--- src/rtl/mrd_pkg.sv ---
// Shared types and constants for the mixed-radix DFT stage scheduler.
// Stage radices are stored as 3-bit codes that equal the radix value.
package mrd_pkg;

  localparam int MAX_STG = 8;

  typedef enum logic [2:0] {
    S_IDLE,
    S_FACTOR,
    S_WAIT_LOAD,
    S_RUN,
    S_WAIT_STG,
    S_UNLOAD,
    S_WAIT_OUT
  } sched_state_t;

  // Sub-phases of the serial factoring walk inside S_FACTOR.
  typedef enum logic [1:0] {
    F_FOUR,
    F_DIV3,
    F_DIV5
  } factor_phase_t;

  typedef logic [2:0] radix_t;

  localparam radix_t RDX2 = 3'd2;
  localparam radix_t RDX3 = 3'd3;
  localparam radix_t RDX4 = 3'd4;
  localparam radix_t RDX5 = 3'd5;

endpackage

--- src/rtl/mrd_const_div.sv ---
// Serial restoring divider by the constant 3 or 5: one quotient bit per cycle,
// MSB first. Results are valid while the one-cycle done pulse is high and stay held afterwards.
module mrd_const_div #(
  parameter int NW = 12
) (
  input  logic          clk,
  input  logic          rst_n,
  input  logic          start,
  input  logic          div5,
  input  logic [NW-1:0] dividend,
  output logic [NW-1:0] quot,
  output logic [2:0]    rem,
  output logic          done
);
  import mrd_pkg::*;

  localparam int CW = $clog2(NW + 1);

  logic [NW-1:0] acc;
  logic [2:0]    part;
  logic [2:0]    divisor;
  logic [CW-1:0] cnt;
  logic          running;
  logic [3:0]    trial;
  logic          fits;

  // Partial remainder never exceeds 4, so the trial value fits in 4 bits (max 9).
  always_comb begin
    trial = {part, acc[NW-1]};
    fits  = (trial >= {1'b0, divisor});
  end

  always_ff @(posedge clk or negedge rst_n) begin
    if (!rst_n) begin
      acc     <= '0;
      part    <= '0;
      divisor <= RDX3;
      cnt     <= '0;
      running <= 1'b0;
      done    <= 1'b0;
    end else begin
      done <= 1'b0;
      if (start) begin
        acc     <= dividend;
        part    <= '0;
        divisor <= div5 ? RDX5 : RDX3;
        cnt     <= CW'(NW);
        running <= 1'b1;
      end else if (running) begin
        acc  <= {acc[NW-2:0], fits};
        part <= fits ? 3'(trial - {1'b0, divisor}) : trial[2:0];
        cnt  <= cnt - CW'(1);
        if (cnt == CW'(1)) begin
          running <= 1'b0;
          done    <= 1'b1;
        end
      end
    end
  end

  assign quot = acc;
  assign rem  = part;

endmodule

--- src/rtl/mrd_stage_sched.sv ---
// Frame-level stage scheduler: factors the frame's DFT size into radix-4/2/3/5
// stages, then hands them to the core one at a time before triggering unload.
module mrd_stage_sched #(
  parameter int MAX_STG = mrd_pkg::MAX_STG,
  parameter int NW      = 12
) (
  input  logic          clk,
  input  logic          rst_n,
  input  logic          sink_valid,
  input  logic          sink_sop,
  input  logic          sink_eop,
  input  logic [NW-1:0] dftpts,
  output logic          sink_ready,
  output logic          stg_start,
  output logic [2:0]    stg_idx,
  output logic [2:0]    stg_radix,
  output logic [NW-1:0] stg_np,
  output logic          stg_last,
  input  logic          stg_done,
  output logic          out_start,
  input  logic          out_done,
  output logic [NW-1:0] frame_n,
  output logic          busy,
  output logic          err
);
  import mrd_pkg::*;

  localparam int CW = $clog2(MAX_STG + 1);
  localparam int IW = $clog2(MAX_STG);

  sched_state_t  state, state_nx;
  factor_phase_t phase, phase_nx;
  radix_t        stage_list [MAX_STG];
  logic [CW-1:0] count, count_nx;
  logic [NW-1:0] residue, residue_nx;
  logic [NW-1:0] np, np_nx;
  logic [2:0]    idx, idx_nx;
  logic [NW-1:0] frame_q, frame_nx;
  logic          err_q, err_nx;
  logic          load_done, load_done_nx;
  logic          stg_start_q, out_start_q;

  logic          push, list_we;
  radix_t        push_radix;
  radix_t        cur_radix;
  logic          cur_last;
  logic          sop_acc;

  logic          div_start, div_sel5, div_done;
  logic [NW-1:0] div_in, div_quot;
  logic [2:0]    div_rem;

  mrd_const_div #(.NW(NW)) u_div (
    .clk      (clk),
    .rst_n    (rst_n),
    .start    (div_start),
    .div5     (div_sel5),
    .dividend (div_in),
    .quot     (div_quot),
    .rem      (div_rem),
    .done     (div_done)
  );

  assign cur_radix = stage_list[idx[IW-1:0]];
  assign cur_last  = (count != '0) && (CW'(idx) == count - CW'(1));
  assign sop_acc   = sink_valid && sink_sop &&
                     (state == S_IDLE || state == S_FACTOR || state == S_WAIT_LOAD);

  // Next-state logic. Each divider result cycle also launches the next trial so a
  // trial costs 13 cycles; an accepted sop overrides everything at the end.
  always_comb begin
    state_nx     = state;
    phase_nx     = phase;
    count_nx     = count;
    residue_nx   = residue;
    np_nx        = np;
    idx_nx       = idx;
    frame_nx     = frame_q;
    err_nx       = err_q;
    load_done_nx = load_done;
    push         = 1'b0;
    push_radix   = RDX2;
    list_we      = 1'b0;
    div_start    = 1'b0;
    div_sel5     = 1'b0;
    div_in       = residue;

    if ((state == S_FACTOR || state == S_WAIT_LOAD) && sink_valid && sink_eop)
      load_done_nx = 1'b1;

    case (state)
      S_FACTOR: begin
        case (phase)
          F_FOUR: begin
            if (frame_q < NW'(2)) begin
              err_nx   = 1'b1;
              state_nx = S_IDLE;
            end else if (residue[1:0] == 2'b00 && residue >= NW'(4)) begin
              push       = 1'b1;
              push_radix = RDX4;
              residue_nx = residue >> 2;
            end else begin
              if (!residue[0]) begin
                push       = 1'b1;
                push_radix = RDX2;
                residue_nx = residue >> 1;
              end
              div_start = 1'b1;
              div_in    = residue_nx;
              phase_nx  = F_DIV3;
            end
          end
          F_DIV3: begin
            if (div_done) begin
              div_start = 1'b1;
              if (div_rem == 3'd0) begin
                push       = 1'b1;
                push_radix = RDX3;
                residue_nx = div_quot;
                div_in     = div_quot;
              end else begin
                div_sel5 = 1'b1;
                div_in   = residue;
                phase_nx = F_DIV5;
              end
            end
          end
          default: begin
            if (div_done) begin
              if (div_rem == 3'd0) begin
                push       = 1'b1;
                push_radix = RDX5;
                residue_nx = div_quot;
                div_start  = 1'b1;
                div_sel5   = 1'b1;
                div_in     = div_quot;
              end else if (residue == NW'(1) && count != '0) begin
                state_nx = S_WAIT_LOAD;
              end else begin
                err_nx   = 1'b1;
                state_nx = S_IDLE;
              end
            end
          end
        endcase
      end
      S_WAIT_LOAD: begin
        if (load_done)
          state_nx = S_RUN;
      end
      S_RUN: begin
        state_nx = S_WAIT_STG;
      end
      S_WAIT_STG: begin
        if (stg_done) begin
          if (cur_last) begin
            state_nx = S_UNLOAD;
          end else begin
            idx_nx   = idx + 3'd1;
            state_nx = S_RUN;
            case (cur_radix)
              RDX4:    np_nx = np << 2;
              RDX2:    np_nx = np << 1;
              RDX3:    np_nx = np + (np << 1);
              default: np_nx = np + (np << 2);
            endcase
          end
        end
      end
      S_UNLOAD: begin
        state_nx = S_WAIT_OUT;
      end
      S_WAIT_OUT: begin
        if (out_done)
          state_nx = S_IDLE;
      end
      default: ;
    endcase

    // A push into a full stage list means the size has too many factors.
    if (push) begin
      if (count == CW'(MAX_STG)) begin
        err_nx    = 1'b1;
        state_nx  = S_IDLE;
        div_start = 1'b0;
      end else begin
        list_we  = 1'b1;
        count_nx = count + CW'(1);
      end
    end

    if (sop_acc) begin
      frame_nx     = dftpts;
      residue_nx   = dftpts;
      err_nx       = 1'b0;
      load_done_nx = sink_eop;
      count_nx     = '0;
      idx_nx       = '0;
      np_nx        = NW'(1);
      phase_nx     = F_FOUR;
      state_nx     = S_FACTOR;
      list_we      = 1'b0;
      div_start    = 1'b0;
    end
  end

  // Start pulses are registered, giving the 2-cycle stg_done-to-stg_start spacing.
  always_ff @(posedge clk or negedge rst_n) begin
    if (!rst_n) begin
      state       <= S_IDLE;
      phase       <= F_FOUR;
      count       <= '0;
      residue     <= '0;
      np          <= '0;
      idx         <= '0;
      frame_q     <= '0;
      err_q       <= 1'b0;
      load_done   <= 1'b0;
      stg_start_q <= 1'b0;
      out_start_q <= 1'b0;
      for (int i = 0; i < MAX_STG; i++)
        stage_list[i] <= '0;
    end else begin
      state       <= state_nx;
      phase       <= phase_nx;
      count       <= count_nx;
      residue     <= residue_nx;
      np          <= np_nx;
      idx         <= idx_nx;
      frame_q     <= frame_nx;
      err_q       <= err_nx;
      load_done   <= load_done_nx;
      stg_start_q <= (state == S_RUN);
      out_start_q <= (state == S_UNLOAD);
      if (list_we)
        stage_list[count[IW-1:0]] <= push_radix;
    end
  end

  assign sink_ready = (state == S_IDLE) || (state == S_FACTOR) || (state == S_WAIT_LOAD);
  assign busy       = (state != S_IDLE);
  assign stg_start  = stg_start_q;
  assign out_start  = out_start_q;
  assign stg_idx    = idx;
  assign stg_radix  = cur_radix;
  assign stg_np     = np;
  assign stg_last   = cur_last;
  assign frame_n    = frame_q;
  assign err        = err_q;

endmodule

--- config.mk ---
export PLATFORM = sky130hd
export DESIGN_NAME = mrd_stage_sched
export DESIGN_NICKNAME = d
export VERILOG_FILES = /design/src/rtl/mrd_pkg.sv /design/src/rtl/mrd_const_div.sv /design/src/rtl/mrd_stage_sched.sv
export SDC_FILE = /design/constraint.sdc
export NUM_CORES = 1
export LEC_CHECK = 0
export CAP_MARGIN = 10
export CORE_UTILIZATION = 55
export DETAILED_ROUTE_END_ITERATION = 10
export GPL_TIMING_DRIVEN = 0
export PLACE_DENSITY = 0.76
export RECOVER_POWER = 25
export SYNTH_ARGS = -nofsm -noshare
export SYNTH_HDL_FRONTEND = slang
export SYNTH_SLANG_ARGS = --single-unit
--- constraint.sdc ---
create_clock -name clk -period 3 [get_ports clk]
set_clock_uncertainty 0.05 [all_clocks]
set_input_delay 0.6 -clock clk [delete_from_list [all_inputs] [get_ports clk]]
set_output_delay 0.6 -clock clk [all_outputs]
set_load 0.1 [all_outputs]
==> results_tabular.tex <==
\begin{tabular}{lr}
\hline
Metric & Value \\
\hline
\multicolumn{2}{l}{\textbf{Yosys}} \\
Post-synthesis sequential area ratio & between 30\% and 40\% \\
Mean instance size in the synthesized netlist & 9.10 µm² \\
Number of library cell types mapped by synthesis & 77 \\
Syn. warnings & 0 \\
Async set or reset register ratio after synthesis & 100\% \\
Leading cell type by number of instances after synthesis & sky130\_fd\_sc\_hd\_\_dfrtp\_1 \\
Ranking of synthesized cells by instance count & 98 x sky130\_fd\_sc\_hd\_\_dfrtp\_1, 88 x sky130\_fd\_sc\_hd\_\_nand2\_1, 59 x sky130\_fd\_sc\_hd\_\_o21ai\_0, 57 x sky130\_fd\_sc\_hd\_\_a21oi\_1, 46 x sky130\_fd\_sc\_hd\_\_nor2\_1 \\
Cell count after synthesis & 739 \\
Primary FF master, synth & sky130\_fd\_sc\_hd\_\_dfrtp\_1 \\
Number of synthesized flops with an enable pin & 0 \\
Biggest area contributors in the synthesized netlist & sky130\_fd\_sc\_hd\_\_dfrtp\_1 36\%, sky130\_fd\_sc\_hd\_\_ha\_1 5.2\%, sky130\_fd\_sc\_hd\_\_nand2\_1 4.9\%, sky130\_fd\_sc\_hd\_\_mux2\_2 4.5\%, sky130\_fd\_sc\_hd\_\_o21ai\_0 4.4\% \\
Register bit count reported by yosys & 99 \\
Cell type contributing the most total cell area after synthesis & sky130\_fd\_sc\_hd\_\_dfrtp\_1 \\
Synth Net Count & 789 \\
Total standard cell area after synthesis & 0.00673 mm² \\
Proportion of netlist area held by the largest area contributor & 36.5\% \\
\multicolumn{2}{l}{\textbf{Routing}} \\
Routed len/inst & 19.1 µm \\
\# DRC & 0 \\
Wirelength, routed & between 15000 and 20000 µm \\
TritonRoute pass-1 iters & 7 \\
Post-detailed-route via-to-cell ratio & 6.39 \\
Violation count after the first detailed-route iteration & around 550 \\
Overall via count from detail\_route & 6130 \\
Residual antenna-violating net count after detailed routing & 0 \\
\multicolumn{2}{l}{\textbf{Timing}} \\
Post-layout worst setup margin & 83.1 ps \\
Final hold violations & 0 \\
Worst rel slew slack & -30.8\% \\
Setup Total Neg Slack & 0 ps \\
Max-slew violation count & 34 \\
Period Utilization, post-route & 97.2\% \\
Time the worst path needs with I/O delays and setup & 2920 ps \\
RSZ-0062 raised after global routing & no \\
Fmax & 343 MHz \\
Final setup violation count & 0 \\
Transition time at the pin with the least slew margin & 1960 ps \\
\multicolumn{2}{l}{\textbf{Placement}} \\
Number of input and output port buffers inserted & 54 \\
Post-placement worst setup slack & -1030 ps \\
Estimated wirelength of the detail-placed design & roughly 13000 µm \\
Gp weighted congestion & between 0.9 and 1 \\
\multicolumn{2}{l}{\textbf{Clocking}} \\
Deepest level of the CTS H-tree & 3 \\
Clock slew seen by the registers of the worst setup and hold paths & 70 ps \\
Number of sinks driven by the clock tree & 99 \\
CTS tree & done \\
Clock latency on the worst-skew pair & 360 ps \\
Cell at the root of the clock tree & sky130\_fd\_sc\_hd\_\_clkbuf\_16 \\
Buffers from clock root to sink, at most & 2 \\
TritonCTS buffer count & 9 \\
Number of hold buffers added after cts & 0 \\
\multicolumn{2}{l}{\textbf{Floorplanning}} \\
Vertical die dimension & $\sim$110 µm \\
Row count & 40 \\
Die width & 113 µm \\
Effective utilization at floorplan & 56.2\% \\
Die area & 0.0127 mm² \\
Number of primary I/O pins & 55 \\
CORE AREA & roughly 0.012 mm² \\
\multicolumn{2}{l}{\textbf{Layout}} \\
Sequential cell area & 0.00248 mm² \\
Post-layout net count & 857 \\
Number of antenna diodes & 0 \\
Proportion of layout cells with a drive suffix above 1 & approximately 13\% \\
Number of inserted filler cells in the final layout & 976 \\
Multi-input gate area & 0.00406 mm² \\
Layout overhead on the synthesized area & 16.9\% \\
\multicolumn{2}{l}{\textbf{Global route}} \\
Wire length of the first global-routing pass & 29800 µm \\
Total GRT Usage & 30.0\% \\
Vias in the first global route & a little under 6000 \\
Maximum number of pins on one net before global-route repair & 67 \\
Number of antenna violations at the first check in global routing & 0 \\
Total grt overflow & 0 \\
\multicolumn{2}{l}{\textbf{Worst setup path}} \\
Worst Setup Start Kind & register \\
Arrival time of data at the critical path endpoint & approximately 2300 ps \\
Category of the worst setup path capture point & primary output \\
Crit-path max FO & 10 \\
Data required time at the worst endpoint & approximately 2400 ps \\
Critical path type & register to primary output \\
\multicolumn{2}{l}{\textbf{Outcome}} \\
Run status & complete, but fails checks \\
Violated checks & max-capacitance violations, max-slew violations \\
\multicolumn{2}{l}{\textbf{Worst hold path}} \\
Kind of path behind the tightest hold check & register to register \\
\multicolumn{2}{l}{\textbf{Flow run}} \\
Max-capacitance violation count & 1 \\
\hline
\end{tabular}
[area by class of cell]
class                   instances  share of cell area (%)
multi-input cells             581                    51.7
flip-flops and latches         99                    31.6
repair buffers                 60                    7.49
clock buffers                   9                    2.86
well taps                     147                    2.34
plain buffers                  37                    2.07
clock inverters                 7                    1.07
inverters                      19                   0.907
[sequential cells by signal, indices dropped and copies added (netlist names), 4 cells and up]
register    cells
count           4
frame_n        12
residue        12
stage_list     24
stg_np         12
u_div.cnt       4
u_div.quot     12
[placed cells by master (no fill, tap or decap), types with 10 or more instances in the layout]
master and n:
sky130_fd_sc_hd__o21a_1 11, sky130_fd_sc_hd__nand3_1 14, sky130_fd_sc_hd__ha_1 28, sky130_fd_sc_hd__nor2_1 45, sky130_fd_sc_hd__a211oi_1 21, sky130_fd_sc_hd__a21oi_1 56
sky130_fd_sc_hd__mux2i_1 25, sky130_fd_sc_hd__nand2_1 88, sky130_fd_sc_hd__a22oi_1 13, sky130_fd_sc_hd__nor2b_1 15, sky130_fd_sc_hd__clkbuf_1 23, sky130_fd_sc_hd__o22ai_1 13
sky130_fd_sc_hd__nor3_1 15, sky130_fd_sc_hd__inv_1 17, sky130_fd_sc_hd__xnor2_1 15, sky130_fd_sc_hd__buf_2 10, sky130_fd_sc_hd__o21ai_0 58, sky130_fd_sc_hd__dfrtp_1 93
sky130_fd_sc_hd__clkdlybuf4s50_1 47, sky130_fd_sc_hd__mux2_2 27
[per-stage QoR]
| stage | hold WS [ps] | cell area (µm²) | util (%) | cells |
|---|---|---|---|---|
| final | 448 | 7870 | 65.8 | 959 |
| after floorplan | 254 | 6740 | - | 739 |
| after global placement | 417 | 7460 | 62.4 | 940 |
| after global routing | 478 | 7870 | 65.8 | 959 |
| after detailed placement | 428 | 7480 | 62.6 | 941 |
| after CTS | 149 | 7820 | 65.4 | 955 |
[timing repair]
action / 4_1_cts / 5_1_grt
setup endpoints to repair: 20 / 32
endpoints found under the hold margin: 0 / 0
cloned: 0 / 0
buffers inserted: 0 / 5
gates resized for setup: 32 / 4
[worst paths after layout]
| check | from | to | slack, ps | depth (start not counted) |
|---|---|---|---|---|
| worst max-delay path | stg_idx[1] | stg_radix[0] | 80 | 5 |
| worst min-delay path | frame_n[0] | frame_n[0] | 450 | 2 |
| worst max register to register | phase[1] | u_div.quot[9] | 100 | 9 |
| worst min register to register | frame_n[0] | frame_n[0] | 450 | 2 |
| max in group asynchronous | rst_n | u_div.quot[7] | 1030 | 1 |
| min in group asynchronous | rst_n | stg_np[11] | 730 | 1 |
[worst max-delay path, cell delays in order, from the launching register on]
cell and delay, ps:
sky130_fd_sc_hd__dfrtp_2 380, sky130_fd_sc_hd__buf_6 160, sky130_fd_sc_hd__mux4_2 540, sky130_fd_sc_hd__mux2i_4 300, sky130_fd_sc_hd__inv_2 180, sky130_fd_sc_hd__buf_2 330
[layer usage]
layer  part of all wire (%)  wire, µm  track usage [%]
met1                     46      8490             43.7
met2                     46      8410             45.8
met3                    6.0      1100             5.02
met4                    1.8       331             9.42
met5                      0         0                0
[cell families (layout without fill, tap and decap cells)]
kind of cell	after synthesis	after routing	synth area share [%]
mux	58	58	10.1
buf+inv	59	132	3.61
compound gates	239	239	23.1
flops	99	99	36.9
xor+xnor	24	24	3.13
simple gates	229	229	17.1
fa+ha+maj	31	31	6.10
Power is not shown: default switching activity piles up to over one toggle a cycle in this logic, so the estimate is an artifact.
